`src/rtl/vector_packer_pkg.sv`:
```
// Shared types and default sizes for the vector packer and its output stage.
package vector_packer_pkg;

  localparam int WIDTH_VECTOR_DEF = 16;
  localparam int N_DEF            = 16;
  localparam int CNT_W_DEF        = 16;

  // Packer sequencing: FILL accepts samples, STALL waits for the hold register.
  typedef enum logic {
    FILL  = 1'b0,
    STALL = 1'b1
  } packer_state_t;

  // Vector word at the default sizes; lane k occupies bits [k*N +: N].
  typedef logic [WIDTH_VECTOR_DEF-1:0][N_DEF-1:0] vector_t;

  // Lane index width; never narrower than one bit.
  function automatic int idx_width(input int lanes);
    return (lanes > 1) ? $clog2(lanes) : 1;
  endfunction

endpackage

```
`src/rtl/vector_packer_if.sv`:
```
// Scalar sample stream into the packer: valid/ready handshake plus framing.
interface vector_packer_if
  import vector_packer_pkg::*;
#(
  parameter int N = N_DEF
) ();

  logic         s_valid;
  logic         s_ready;
  logic [N-1:0] s_data;
  logic         s_last;
  logic         flush;

  // Sample source side.
  modport master (
    output s_valid,
    output s_data,
    output s_last,
    output flush,
    input  s_ready
  );

  // Packer side.
  modport slave (
    input  s_valid,
    input  s_data,
    input  s_last,
    input  flush,
    output s_ready
  );

endinterface

```
`src/rtl/vector_packer_out_stage.sv`:
```
// Output stage: one-word hold register in front of the FIFO write port,
// write strobe generation and the emitted-vector counter.
module vector_packer_out_stage
  import vector_packer_pkg::*;
#(
  parameter int WIDTH_VECTOR = WIDTH_VECTOR_DEF,
  parameter int N            = N_DEF,
  parameter int CNT_W        = CNT_W_DEF
) (
  input  logic                         clk,
  input  logic                         rstn,
  input  logic                         load_i,
  input  logic [WIDTH_VECTOR-1:0][N-1:0] load_data_i,
  input  logic                         fifo_full_i,
  output logic                         hold_free_o,
  output logic                         hold_valid_o,
  output logic                         fifo_winc_o,
  output logic [WIDTH_VECTOR-1:0][N-1:0] fifo_wdata_o,
  output logic [CNT_W-1:0]             vec_cnt_o
);

  logic [WIDTH_VECTOR-1:0][N-1:0] hold_q;
  logic                           hold_valid_q;
  logic [CNT_W-1:0]               cnt_q;

  // The write strobe is combinational on fifo_full so a word leaves in the
  // same cycle the FIFO has room; a draining hold can be refilled on that edge.
  assign fifo_winc_o  = hold_valid_q && !fifo_full_i;
  assign hold_free_o  = !hold_valid_q || fifo_winc_o;
  assign hold_valid_o = hold_valid_q;
  assign fifo_wdata_o = hold_q;
  assign vec_cnt_o    = cnt_q;

  // Hold register: a reload wins over the drain on the same edge.
  always_ff @(posedge clk or negedge rstn) begin
    if (!rstn) begin
      hold_q       <= '0;
      hold_valid_q <= 1'b0;
    end else if (load_i) begin
      hold_q       <= load_data_i;
      hold_valid_q <= 1'b1;
    end else if (fifo_winc_o) begin
      hold_valid_q <= 1'b0;
    end
  end

  // Emitted-vector counter, wraps silently.
  always_ff @(posedge clk or negedge rstn) begin
    if (!rstn) begin
      cnt_q <= '0;
    end else if (fifo_winc_o) begin
      cnt_q <= cnt_q + CNT_W'(1);
    end
  end

endmodule

```
`src/rtl/vector_packer.sv`:
```
// Packs a scalar sample stream into WIDTH_VECTOR-lane words for the core's
// vector input FIFO. Sample k of a vector lands in lane k; short vectors
// (s_last or flush) are zero-padded. At most two vectors are pending:
// one in the hold register and one in the assembly register.
module vector_packer
  import vector_packer_pkg::*;
#(
  parameter int WIDTH_VECTOR = WIDTH_VECTOR_DEF,
  parameter int N            = N_DEF,
  parameter int CNT_W        = CNT_W_DEF
) (
  input  logic                           clk,
  input  logic                           rstn,
  vector_packer_if.slave                 s_if,
  input  logic                           fifo_full,
  output logic                           fifo_winc,
  output logic [WIDTH_VECTOR-1:0][N-1:0] fifo_wdata,
  output logic [CNT_W-1:0]               vec_cnt,
  output logic                           busy
);

  localparam int IDX_W = idx_width(WIDTH_VECTOR);

  typedef logic [WIDTH_VECTOR-1:0][N-1:0] vec_t;

  packer_state_t    state_q, state_d;
  logic [IDX_W-1:0] idx_q, idx_d;
  vec_t             asm_q, asm_d;
  vec_t             asm_with;
  vec_t             load_data;
  logic             accept;
  logic             last_lane;
  logic             complete;
  logic             load;
  logic             hold_free;
  logic             hold_valid;

  // Accept qualification, completion detection and the assembly image that
  // includes the sample being accepted this cycle.
  always_comb begin
    accept    = s_if.s_valid && (state_q == FILL);
    last_lane = (idx_q == IDX_W'(WIDTH_VECTOR - 1));
    complete  = (accept && (last_lane || s_if.s_last)) ||
                ((state_q == FILL) && s_if.flush && !accept && (idx_q != '0));
    asm_with  = asm_q;
    if (accept) begin
      asm_with[idx_q] = s_if.s_data;
    end
  end

  // FSM state register.
  always_ff @(posedge clk or negedge rstn) begin
    if (!rstn) begin
      state_q <= FILL;
    end else begin
      state_q <= state_d;
    end
  end

  // FSM next state: stall when a vector completes but the hold is occupied.
  always_comb begin
    state_d = state_q;
    case (state_q)
      FILL:    if (complete && !hold_free) state_d = STALL;
      STALL:   if (hold_free)              state_d = FILL;
      default: state_d = FILL;
    endcase
  end

  // FSM outputs: sample ready and the hold-register load request.
  always_comb begin
    s_if.s_ready = (state_q == FILL);
    load         = 1'b0;
    load_data    = asm_with;
    case (state_q)
      FILL: begin
        load      = complete && hold_free;
        load_data = asm_with;
      end
      STALL: begin
        load      = hold_free;
        load_data = asm_q;
      end
      default: begin
        load      = 1'b0;
        load_data = asm_with;
      end
    endcase
  end

  // Assembly datapath next state: cleared when handed to hold, otherwise it
  // keeps accumulating; a completed-but-stalled vector is parked here.
  always_comb begin
    asm_d = asm_q;
    idx_d = idx_q;
    if (load) begin
      asm_d = '0;
      idx_d = '0;
    end else if (accept) begin
      asm_d = asm_with;
      idx_d = complete ? '0 : idx_q + IDX_W'(1);
    end
  end

  // Assembly register and lane index.
  always_ff @(posedge clk or negedge rstn) begin
    if (!rstn) begin
      asm_q <= '0;
      idx_q <= '0;
    end else begin
      asm_q <= asm_d;
      idx_q <= idx_d;
    end
  end

  vector_packer_out_stage #(
    .WIDTH_VECTOR (WIDTH_VECTOR),
    .N            (N),
    .CNT_W        (CNT_W)
  ) u_out_stage (
    .clk          (clk),
    .rstn         (rstn),
    .load_i       (load),
    .load_data_i  (load_data),
    .fifo_full_i  (fifo_full),
    .hold_free_o  (hold_free),
    .hold_valid_o (hold_valid),
    .fifo_winc_o  (fifo_winc),
    .fifo_wdata_o (fifo_wdata),
    .vec_cnt_o    (vec_cnt)
  );

  assign busy = (idx_q != '0) || (state_q == STALL) || hold_valid;

endmodule

```
`src/flat_wrapper.sv`:
```
// flat-port wrapper written by rule: the top's interface ports become plain ports
module vector_packer_flat import vector_packer_pkg::*;
#(
  parameter int WIDTH_VECTOR = WIDTH_VECTOR_DEF,
  parameter int N            = N_DEF,
  parameter int CNT_W        = CNT_W_DEF
)
  (clk, rstn, fifo_full, fifo_winc, fifo_wdata, vec_cnt, busy, s_if_s_valid, s_if_s_data, s_if_s_last, s_if_flush, s_if_s_ready);
  vector_packer_if #(.N(N)) s_if_i ();
  input  logic clk;
  input  logic rstn;
  input  logic fifo_full;
  output logic fifo_winc;
  output logic [WIDTH_VECTOR-1:0][N-1:0] fifo_wdata;
  output logic [CNT_W-1:0] vec_cnt;
  output logic busy;
  input wire logic [$bits(s_if_i.s_valid)-1:0] s_if_s_valid;
  input wire logic [$bits(s_if_i.s_data)-1:0] s_if_s_data;
  input wire logic [$bits(s_if_i.s_last)-1:0] s_if_s_last;
  input wire logic [$bits(s_if_i.flush)-1:0] s_if_flush;
  output wire logic [$bits(s_if_i.s_ready)-1:0] s_if_s_ready;
  assign s_if_i.s_valid = s_if_s_valid;
  assign s_if_i.s_data = s_if_s_data;
  assign s_if_i.s_last = s_if_s_last;
  assign s_if_i.flush = s_if_flush;
  assign s_if_s_ready = s_if_i.s_ready;
  vector_packer #(.WIDTH_VECTOR(WIDTH_VECTOR), .N(N), .CNT_W(CNT_W)) u_core (.clk(clk), .rstn(rstn), .s_if(s_if_i), .fifo_full(fifo_full), .fifo_winc(fifo_winc), .fifo_wdata(fifo_wdata), .vec_cnt(vec_cnt), .busy(busy));
endmodule
```
`config.mk`:
```
export PLATFORM = sky130hd
export DESIGN_NAME = vector_packer_flat
export DESIGN_NICKNAME = d
export VERILOG_FILES = /design/src/rtl/vector_packer_pkg.sv /design/src/rtl/vector_packer_if.sv /design/src/rtl/vector_packer_out_stage.sv /design/src/rtl/vector_packer.sv /design/src/flat_wrapper.sv
export SDC_FILE = /design/constraint.sdc
export NUM_CORES = 1
export LEC_CHECK = 0
export ABC_AREA = 1
export CORE_AREA = 2 2 210 212
export DETAILED_ROUTE_END_ITERATION = 8
export DIE_AREA = 0 0 212 214
export PLACE_DENSITY_LB_ADDON = 0.3
export SETUP_SLACK_MARGIN = 0.02
export SKIP_LAST_GASP = 1
export SLEW_MARGIN = 20
export SYNTH_ARGS = -nofsm -noshare
export SYNTH_HDL_FRONTEND = slang
export SYNTH_HIERARCHICAL = 1
export SYNTH_SLANG_ARGS = --single-unit
```
`constraint.sdc`:
```
create_clock -name clk -period 3 [get_ports clk]
set_input_delay 0.3 -clock clk [delete_from_list [all_inputs] [get_ports clk]]
set_output_delay 0.3 -clock clk [all_outputs]
set_load 0.03 [all_outputs]
```
### Word-level counts from Yosys, hierarchy flattened

Cells that the tools add are included.

* add/subtract/negate cells: 2
* multipliers: 0
* divide/modulo/power cells: 0
* $lt $le $gt $ge: 2
* equal/unequal tests: 1
* shift operators: 0
* multiplexer cells: 16
* bitwise logic cells: 1
* reductions and logical operators: 21

Operators with widths (number)
* 256-bit two-way mux: 3
* 256-bit case mux with 2 select lines: 1
* 256-bit bitwise mux: 1
* 16-bit demux with 4-bit select: 1
* 16-bit by 1-bit adder with 16-bit output (second input constant): 1
* 16-bit two-way mux: 1
* 4-bit two-way mux: 3
* 1-bit logical AND: 9
* 1-bit logical OR: 5
* 4-bit by 5-bit < comparator with 1-bit output (second input constant): 1
* 4-bit by 1-bit adder with 4-bit output (second input constant): 1
* 4-bit equality test (second input constant): 1
* 4-bit by 1-bit >= comparator with 1-bit output (second input constant): 1
* 1-bit logical NOT: 4
* 1-bit two-way mux: 4
* 1-bit case mux with 2 select lines: 2
* 2-bit nonzero test: 2
* 4-bit nonzero test: 1
* 1-bit NOT: 1

* bits in registers: 534
* latch bits: 0
* memory bits (writable): 0
* ROM bits: 0
* input port bits: 22
* output and inout bits: 275
* word-level logic and storage cells: 79
* memories: 0

### Longest topological paths before layout

Gate-level depths: netlist (run 1).

* depth in word-level cells: 9
* gate-level depth with buffers: 14
* gate-level depth less buffers: 10

### By module

The synthesis (run 1) kept the hierarchy.

Modules (own cells, without submodules)
* vector_packer: times used 1, cells each 1739, area an instance 12899.9 um^2, sequential area each 6531.3 um^2
* vector_packer_out_stage: times used 1, cells each 1196, area an instance 10553.9 um^2, sequential area each 6831.6 um^2

### Least setup slack after synthesis (run 1)

Ideal clock, no wire load.

* path kind: reg-to-reg
* start point: register u_core.idx_q[0]
* end point: register u_core.u_out_stage.hold_q (netlist bit u_core/u_out_stage/fifo_wdata_o[100])
* arrival: 1.882 ns
* slack: 1.053 ns
* stages on the path, launching flop included: 15
* path buffers: 4
* cell sequence: dfrtp_1 > ha_1 > nand3_1 > nand2_1 > nand2_2 > nand3_2 > buf_4 > nand2_1 > inv_1 > buf_2 > inv_2 > buf_4 > buf_6 > nand2_1 > nand2_1

* elaborated cells between the ends (all ways): 16
* classes of those cells: order compare (2); eq/ne (1); mux (6); reduce/logical (7)

RTL lines
* start: declaration: RTL line vector_packer.sv:27 `logic [IDX_W-1:0] idx_q, idx_d;`
* start signal: assignment: RTL line vector_packer.sv:112 `idx_q <= idx_d;`
* 4-bit equality test: RTL line vector_packer.sv:42 `last_lane = (idx_q == IDX_W'(WIDTH_VECTOR - 1));`
* 1-bit logical OR: RTL line vector_packer.sv:43 `complete = (accept && (last_lane || s_if.s_last)) ||`
* 1-bit logical AND: RTL line vector_packer.sv:43
* 1-bit logical OR *: RTL line vector_packer.sv:43
* 1-bit logical AND *: RTL line vector_packer.sv:77 `load = complete && hold_free;`
* 1-bit case mux with 2 select lines *: RTL line vector_packer.sv:75 `case (state_q)`
* via u_core.load: RTL line vector_packer.sv:34 `logic load;`
* end signal: assignment: RTL line vector_packer_out_stage.sv:40 `hold_q <= load_data_i;`
* end: declaration: RTL line vector_packer_out_stage.sv:22 `logic [WIDTH_VECTOR-1:0][N-1:0] hold_q;`

The timed path passes the listed nets; every way through them passes the cells marked *.
A chain may end at the register's enable or synchronous reset.

### Worst setup path after layout (run 1)

* start point: register u_core.idx_q[0]
* end point: output busy

* word-level cells in the longest chain between the ends: 3

RTL lines
* 4-bit nonzero test: RTL line vector_packer.sv:133 `assign busy = (idx_q != '0) || (state_q == STALL) || hold_valid;`
* 1-bit logical OR (2 in a row): RTL line vector_packer.sv:133
* end: declaration: RTL line flat_wrapper.sv:16 `output logic busy;`

Every way passes these cells.

==> results of run 1 <==
final timing paths:
check,startpoint,end,cells after the start,slack [ns]
min in group clk,s_if_flush,u_core/state_q$_DFF_PN0_,3,0.42
max reg2reg,u_core/idx_q[0]$_DFFE_PN0P_,u_core/asm_q[49]$_DFFE_PN0P_,8,0.33
max,u_core/idx_q[0]$_DFFE_PN0P_,busy,6,0.33
min,rstn,u_core/u_out_stage/fifo_wdata_o[43]$_DFFE_PN0P_,2,0.29
min reg2reg,u_core/u_out_stage/fifo_wdata_o[224]$_DFFE_PN0P_,u_core/u_out_stage/fifo_wdata_o[224]$_DFFE_PN0P_,2,0.47
max in group asynchronous,rstn,u_core/u_out_stage/fifo_wdata_o[88]$_DFFE_PN0P_,3,1.67
registers in the layout, indices dropped and copies added (netlist names):
register	flops
u_core/asm_q	256
u_core/idx_q	4
u_core/state_q	1
u_core/u_out_stage/fifo_wdata_o	256
u_core/u_out_stage/hold_valid_o	1
u_core/u_out_stage/vec_cnt_o	16
per-stage QoR:
step / instance area (µm²) / std cells / power (mW)
global route: 28800 / 3789 / 23.0
finish: 28800 / 3789 / 22.0
global placement: 26900 / 3689 / 14.6
CTS: 28800 / 3788 / 22.0
detailed placement: 26900 / 3689 / 14.8
floorplan: 23500 / 2935 / 12.6
power by group through the flow:
stage,Combinational (mW),Sequential [mW],Clock (mW)
after floorplan,3.13,9.45,0
after global placement,5.92,8.67,0
after detailed placement,6.06,8.69,0
after CTS,6.11,8.59,7.33
after global routing,6.73,8.66,7.64
final,6.15,8.60,7.21
cell families after synthesis:
group / after synthesis
AOI/OAI and AO/OA: 517
xor gates and xnor gates: 10
adders and majority gates: 5
buffers and inverters: 729
DFF: 534
and+or+nand+nor: 1140
worst reg2reg max path, stage by stage, from the launching register on:
cell and delay (ns):
dfrtp_1 0.45, inv_1 0.10, ha_1 0.22, nand2_1 0.15, nand3_2 0.16, nand3_4 0.11, buf_12 0.28, buf_16 0.56
a21oi_1 0.47
final cells by class:
type / count / share of cell area
clock inverters: 14 / 0.00794
well taps: 585 / 0.0254
flip-flops and latches: 534 / 0.463
clock buffers: 84 / 0.0592
repair buffers: 350 / 0.124
inverters: 550 / 0.0723
multi-input cells: 1672 / 0.248
layout by cell type (no fill, tap or decap), drive strengths merged, types with 7 or more instances in the layout:
cell | Yosys | final
buf | 109 | 54
clkbuf | 70 | 84
nand2 | 1090 | 1090
nor2 | 31 | 31
nand3 | 14 | 14
xor2 | 7 | 7
o21ai | 258 | 258
inv | 550 | 551
dfrtp | 534 | 534
a21oi | 258 | 258
clkdlybuf4s50 | 0 | 295
routing by layer:
layer | vias up | share of wire | global-route usage
met1 | 9254 | 0.42 | 0.392
met5 | - | 0.00043 | 0
met3 | 160 | 0.066 | 0.0400
li1 | 9207 | - | -
met4 | 4 | 0.039 | 0.122
met2 | 726 | 0.48 | 0.449
repair_timing:
item / in CTS / in global routing
setup endpoints to repair: 0 / 0
endpoints found under the hold margin: 71 / 0
hold buffers: 1 / 0
==> impl_metrics.toml, run 1 <==
[floorplan]
io-pin-count = 297
fp.dieW_um = 212
row_count = 76
start_util = 0.547
die-area_um2 = 45400
core_area_um2 = 42900
die_y_um = 214

[synthesis]
syn_area_per_cell_um2 = 7.99
yosys.area_share.adder = 0.00267
synth_top_family_by_area = "simple AND/OR/NAND/NOR gates"
synth_warnings = 6
synth_cells = 2935
synth_top_area_frac = 0.570
synth_ff_type = "dfrtp_1"
syn_nets = 2962
synth_compound_area_frac = 0.110
synth-xor-area-share = 0.00373
yosysMostFrequentCell = "nand2_1"
synth_area_leaders = "dfrtp_1 (57%), nand2_1 (17%), inv_1 (8.8%), a21oi_1 (5.5%), o21ai_0 (5.3%)"
synthMuxAreaShare = 0
yosysSeqAreaShare = 0.570
yosysUniqueCellTypes = 25
synth_common_cells = "nand2_1 (1083), inv_1 (547), dfrtp_1 (534)"
synth_seq_cells = 534
yosys.area_share.simple = 0.187
synth_area_um2 = 23500
synth_enable_flop_cells = 0
yosys.area.top_type = "dfrtp_1"
async_flop_share = 1.00

[global_routing]
grt_pass1_vias = 18900
grt_util_all_layers = 0.283
grt.overflow.total = 0
grt_pass1_wl_mm = 101
grt_max_degree = 259
antenna_found_initial = 7

[final_layout]
drive_above_1_share = 0.0521
multi_input_area_um2 = 7150
fillers = 3434
final_core_util = 0.672
nets = 3189
antenna_cells = 0
areaGrowthSynthToFinish_pct = 23.0
ff_latch_area_um2 = 13400

[sta]
slew_headroom = 0.356
finalSetupTns_ns = 0
fin_crit_sh = 0.891
finalSetupViolCount = 0
hold_viol = 0
slew_violations = 0
setup_slack_ns = 0.326
max_freq_mhz = 374
skew_ns = 0.0115
fin_crit_ns = 2.67
holdWs_ns = 0.292
worst_slew_pin_slew_ns = 0.963
rsz0062_at_grt = "no"

[clock_network]
clock_path_buffers = 3
ctsResizeCount = 0
clock_latency_ns = 0.60
clkTransAtPathRegs_ns = 0.06
numCtsBuffers = 54
post_cts_buffers = 0
cts_tree = "done"
clock-root-buffer = "clkbuf_16"
htreeDepth = 2
clkSinkCount = 534

[critical_path]
critPathSlowestCell = "clkdlybuf4s50_1"
required_ns = 2.70
crit_fanout = 6
crit_path_end_kind = "output port"
crit_top_cell = "nand2_1"
worst-setup-path-type = "flip-flop to output port"
cp_cell_sequence = "inv_1, ha_1, nand2_1, nor2_1, nand2_1, clkdlybuf4s50_1"
crit_family = "buffers and inverters"
crit_buf_inv = 2
arrival_ns = 2.37
critPathLaunchType = "flip-flop"
critPathMaxStageDelay_ns = 0.72

[power]
irDropWorstVdd_v = 0.000846
power.share.sequential = 0.391
p_sw_frac = 0.347
powerDensity_nw_per_um2 = 761
p_switching_mw = 7.61
p_leak_nw = 17.5
intPower_mw = 14.3
power_frac_clock = 0.328
p_comb_frac = 0.280

[routing]
first_iter_violations = 1873
wl_per_cell_um = 16.7
dr.pass1.iters = 6
antenna_left = 0
wl_mm = 63.3
vias = 19400
via_per_inst = 5.11
drc = 0

[placed_design]
place_ws_ns = 0.340
finalWeightedCongestion = 0.848
port_buffers = 296
dp.final_hpwl_mm = 37.7

[hold_path]
hp-class = "primary input to async pin"

[status]
outcome = "completed"

[job]
max-cap-violations = 0
Note: power is estimated with default switching activity, not from simulation.
==> inputs of run 2 (changes only) <==
--- a/config.mk
+++ b/config.mk
@@ -6,10 +6,10 @@
 export NUM_CORES = 1
 export LEC_CHECK = 0
 export ABC_AREA = 1
-export CORE_AREA = 2 2 210 212
+export CORE_AREA = 2 2 250 178
 export DETAILED_ROUTE_END_ITERATION = 8
-export DIE_AREA = 0 0 212 214
-export PLACE_DENSITY_LB_ADDON = 0.3
+export DIE_AREA = 0 0 252 180
+export PLACE_DENSITY = 0.82
 export SETUP_SLACK_MARGIN = 0.02
 export SKIP_LAST_GASP = 1
 export SLEW_MARGIN = 20
==> impl_metrics.toml, run 2 (synthesized netlist as in run 1, its figures left out) <==
[status]
outcome = "completed"

[global_routing]
antenna_found_initial = 4
grt_pass1_vias = 19100
grt.overflow.total = 0
grt_util_all_layers = 0.286
grt_max_degree = 261
grt_pass1_wl_mm = 103

[critical_path]
cp_cell_sequence = "inv_1, ha_1, nand2_1, nor2_1, nand2_1, clkdlybuf4s50_1"
worst-setup-path-type = "flip-flop to output port"
arrival_ns = 2.28
crit_path_end_kind = "output port"
critPathMaxStageDelay_ns = 0.67
critPathLaunchType = "flip-flop"
crit_fanout = 6
crit_top_cell = "nand2_1"
crit_family = "buffers and inverters"
critPathSlowestCell = "clkdlybuf4s50_1"
required_ns = 2.70
crit_buf_inv = 2

[clock_network]
cts_tree = "done"
htreeDepth = 2
clkSinkCount = 534
numCtsBuffers = 51
clkTransAtPathRegs_ns = 0.06
clock_path_buffers = 3
clock_latency_ns = 0.59
clock-root-buffer = "clkbuf_16"
ctsResizeCount = 0

[hold_path]
hp-class = "primary input to async pin"

[floorplan]
io-pin-count = 297
row_count = 64
start_util = 0.544
core_area_um2 = 43100
fp.dieW_um = 252
die-area_um2 = 45400
die_y_um = 180

[final_layout]
layout_commonest_cell = "nand2_1"
final_core_util = 0.665
ff_latch_area_um2 = 13400
drive_above_1_share = 0.0516
antenna_cells = 0
areaGrowthSynthToFinish_pct = 22.1
layout_common_cells = "nand2_1 (1082), inv_1 (546), dfrtp_1 (534)"
nets = 3187
fillers = 3330
multi_input_area_um2 = 7150

[sta]
worst_slew_pin_slew_ns = 0.857
skew_ns = 0.0262
setup_slack_ns = 0.417
fin_crit_ns = 2.58
slew_violations = 0
slew_headroom = 0.427
fin_crit_sh = 0.861
rsz0062_at_grt = "no"
max_freq_mhz = 387
finalSetupViolCount = 0
hold_viol = 0
finalSetupTns_ns = 0

[power]
p_leak_nw = 17.5
irDropWorstVdd_v = 0.000655
powerDensity_nw_per_um2 = 751

[job]
max-cap-violations = 0

[routing]
first_iter_violations = 2185
wl_per_cell_um = 17.0
via_per_inst = 5.21
antenna_left = 0
vias = 19600
drc = 0
dr.pass1.iters = 5
wl_mm = 64.0

[placed_design]
port_buffers = 296
place_ws_ns = 0.380
dp.final_hpwl_mm = 37.4
finalWeightedCongestion = 0.840
run 2: cell count changes in the layout (fill, tap and decap cells not counted), sizes merged:
cell      change
clkinvlp      -2
buf           +1
clkinv        +8
clkbuf       -13
inv           +2
run 2: path summary, 6_finish.rpt:
check,from,cells past startpoint,to,slack [ns]
setup / recovery,u_core/idx_q[0]$_DFFE_PN0P_,6,busy,0.42
hold / removal,rstn,2,u_core/u_out_stage/fifo_wdata_o[41]$_DFFE_PN0P_,0.33
setup reg to reg,u_core/idx_q[0]$_DFFE_PN0P_,8,u_core/asm_q[176]$_DFFE_PN0P_,0.42
hold reg to reg,u_core/u_out_stage/fifo_wdata_o[229]$_DFFE_PN0P_,2,u_core/u_out_stage/fifo_wdata_o[229]$_DFFE_PN0P_,0.47
max in group asynchronous,rstn,3,u_core/u_out_stage/fifo_wdata_o[202]$_DFFE_PN0P_,1.80
min in group clk,s_if_flush,3,u_core/state_q$_DFF_PN0_,0.45
run 2: power by group:
part | total (mW) | internal [mW] | leakage (nW) | switching [mW]
clock network | 6.75 | 3.96 | 0.880 | 2.78
logic | 6.22 | 1.87 | 9.25 | 4.35
registers | 8.55 | 8.04 | 7.33 | 0.505
run 2: per-layer routing:
metal / global-route usage / up-vias / wire length (µm)
li1: - / 9186 / -
met1: 0.407 / 9355 / 26900
met2: 0.450 / 879 / 29800
met3: 0.0462 / 174 / 5110
met4: 0.101 / 0 / 2240
met5: 0 / - / 0
run 2: cell type report:
cell class	instances	share of cell area
Timing Repair Buffer	351	0.125
Clock inverter	22	0.00961
Tap cell	561	0.0245
Sequential cell	534	0.467
Multi-Input combinational cell	1672	0.250
Clock buffer	71	0.0517
Inverter	550	0.0728
run 2: what timing repair did:
item	CTS	global route
buffers inserted	0	0
endpoints found under the setup margin	0	0
hold endpoints to repair	65	0
hold buffers	1	0
run 2: through the flow:
stage	power, mW	hold WS [ns]	instances	area (µm²)
after floorplan	12.6	0.00441	2935	23500
after global placement	14.6	0.354	3665	26800
after detailed placement	14.7	0.356	3665	26800
after CTS	21.5	0.332	3759	28600
after global routing	22.6	0.373	3761	28600
final	21.5	0.334	3761	28600
==> inputs of run 3 (changes only) <==
--- a/config.mk
+++ b/config.mk
@@ -6,10 +6,12 @@
 export NUM_CORES = 1
 export LEC_CHECK = 0
 export ABC_AREA = 1
-export CORE_AREA = 2 2 250 178
+export CELL_PAD_IN_SITES_DETAIL_PLACEMENT = 1
+export CELL_PAD_IN_SITES_GLOBAL_PLACEMENT = 2
+export CORE_AREA = 2 2 313 222
 export DETAILED_ROUTE_END_ITERATION = 8
-export DIE_AREA = 0 0 252 180
-export PLACE_DENSITY = 0.82
+export DIE_AREA = 0 0 315 224
+export PLACE_DENSITY = 0.87
 export SETUP_SLACK_MARGIN = 0.02
 export SKIP_LAST_GASP = 1
 export SLEW_MARGIN = 20
==> impl_metrics.toml, run 3 (synthesized netlist as in run 1, its figures left out) <==
[clock_network]
numCtsBuffers = 56
htreeDepth = 2
postCtsHoldBufs = 1
cts_tree = "done"
clock-root-buffer = "clkbuf_16"
ctsResizeCount = 0
clkTransAtPathRegs_ns = 0.06
clock_latency_ns = 0.62
clock_path_buffers = 3
clkSinkCount = 534
post_cts_buffers = 0

[critical_path]
ff2ff_path_depth = 10
r2r_setup_slack_ns = 0.39
required_ns = 2.70
rr_startpoint = "u_core/idx_q[0]$_DFFE_PN0P_"
reg2reg_to = "u_core/u_out_stage/fifo_wdata_o[162]$_DFFE_PN0P_"
crit_path_end_kind = "output port"
arrival_ns = 2.40
crit_fanout = 6
worst-setup-path-type = "flip-flop to output port"
critPathLaunchType = "flip-flop"

[floorplan]
start_util = 0.347
die_y_um = 224
die-area_um2 = 70600
io-pin-count = 297
fp.dieW_um = 315
row_count = 80
core_area_um2 = 67600

[global_routing]
grt_pass1_vias = 21200
grt_util_all_layers = 0.214
grt.overflow.total = 0
grt_pass1_wl_mm = 119
grt_max_degree = 144
antenna_found_initial = 8

[routing]
wl_per_cell_um = 18.4
via_per_inst = 4.77
dr.pass1.iters = 7
first_iter_violations = 1144
wl_mm = 75.4
vias = 19600
drc = 0
antenna_left = 0

[placed_design]
place_area_um2 = 27100
dpl.cell_count = 3996
place_ws_ns = 0.133
finalWeightedCongestion = 0.790
dp.final_hpwl_mm = 46.0
port_buffers = 296

[final_layout]
multi_input_area_um2 = 7150
postLayoutCellArea_um2 = 29000
nets = 3180
fillers = 8078
final_core_util = 0.430
drive_above_1_share = 0.0544
layout_commonest_cell = "nand2_1"
ff_latch_area_um2 = 13400
areaGrowthSynthToFinish_pct = 23.9
fin_cells = 4100
layout_common_cells = "nand2_1 (1082), inv_1 (546), dfrtp_1 (534)"

[sta]
finalSetupTns_ns = 0
slew_headroom = 0.444
holdWs_ns = 0.128
skew_ns = 0.0144
setup_slack_ns = 0.305
max_freq_mhz = 371
rsz0062_at_grt = "no"
fin_crit_ns = 2.70
slew_violations = 0
fin_crit_sh = 0.898
hold_viol = 0
worst_slew_pin_slew_ns = 0.834
finalSetupViolCount = 0

[status]
outcome = "completed"

[power]
p_comb_frac = 0.289
intPower_mw = 14.1
p_sw_frac = 0.362
power.share.sequential = 0.388
p_total_mw = 22.1
powerDensity_nw_per_um2 = 761
p_leak_nw = 17.5
irDropWorstVdd_v = 0.000490
p_switching_mw = 8.01
power_frac_clock = 0.323

[job]
max-cap-violations = 0

[hold_path]
hp-class = "primary input to async pin"
[run 3: worst max-delay path, stage by stage, from the launching register on]
cell	delay, ns
dfrtp_1	0.47
inv_1	0.11
ha_1	0.23
nand2_1	0.15
nor2_1	0.07
nand2_1	0.08
clkdlybuf4s50_1	0.67
[run 3: layer usage]
metal | vias to the layer above | wire [µm] | share of wire | GRT usage
met5 | - | 0 | 0 | 0
met1 | 9985 | 34700 | 0.46 | 0.288
met3 | 83 | 2820 | 0.037 | 0.0291
li1 | 9181 | - | - | -
met4 | 0 | 1210 | 0.016 | 0.0501
met2 | 328 | 36600 | 0.49 | 0.366
[run 3: final cells by class]
cell class / instances / area share
Clock inverter: 13 / 0.00426
Multi-Input combinational cell: 1672 / 0.246
Antenna cell: 2 / 0.000172
Timing Repair Buffer: 339 / 0.118
Sequential cell: 534 / 0.460
Tap cell: 902 / 0.0389
Clock buffer: 88 / 0.0607
Inverter: 550 / 0.0718
[run 3: power by group through the flow]
stage | registers (mW) | logic [mW] | clock network (mW)
finish | 8.58 | 6.39 | 7.14
CTS | 8.58 | 6.44 | 7.32
global placement | 8.66 | 6.17 | 0
floorplan | 9.45 | 3.13 | 0
global route | 8.67 | 7.00 | 7.59
detailed placement | 8.69 | 6.39 | 0
[run 3: worst max path at each step]
| stage | startpoint | to | slack [ns] | cells after the start |
|---|---|---|---|---|
| after global placement | s_if_s_valid | u_core/u_out_stage/fifo_wdata_o[182]$_DFFE_PN0P_ | 0.28 | 11 |
| after detailed placement | s_if_s_valid | u_core/u_out_stage/fifo_wdata_o[162]$_DFFE_PN0P_ | 0.13 | 11 |
| after global routing | u_core/idx_q[0]$_DFFE_PN0P_ | busy | 0.18 | 6 |
| final | u_core/idx_q[0]$_DFFE_PN0P_ | busy | 0.30 | 6 |
| after CTS | u_core/idx_q[0]$_DFFE_PN0P_ | busy | 0.27 | 6 |
| after floorplan | u_core/idx_q[0]$_DFFE_PN0P_ | u_core/u_out_stage/fifo_wdata_o[100]$_DFFE_PN0P_ | 1.05 | 14 |
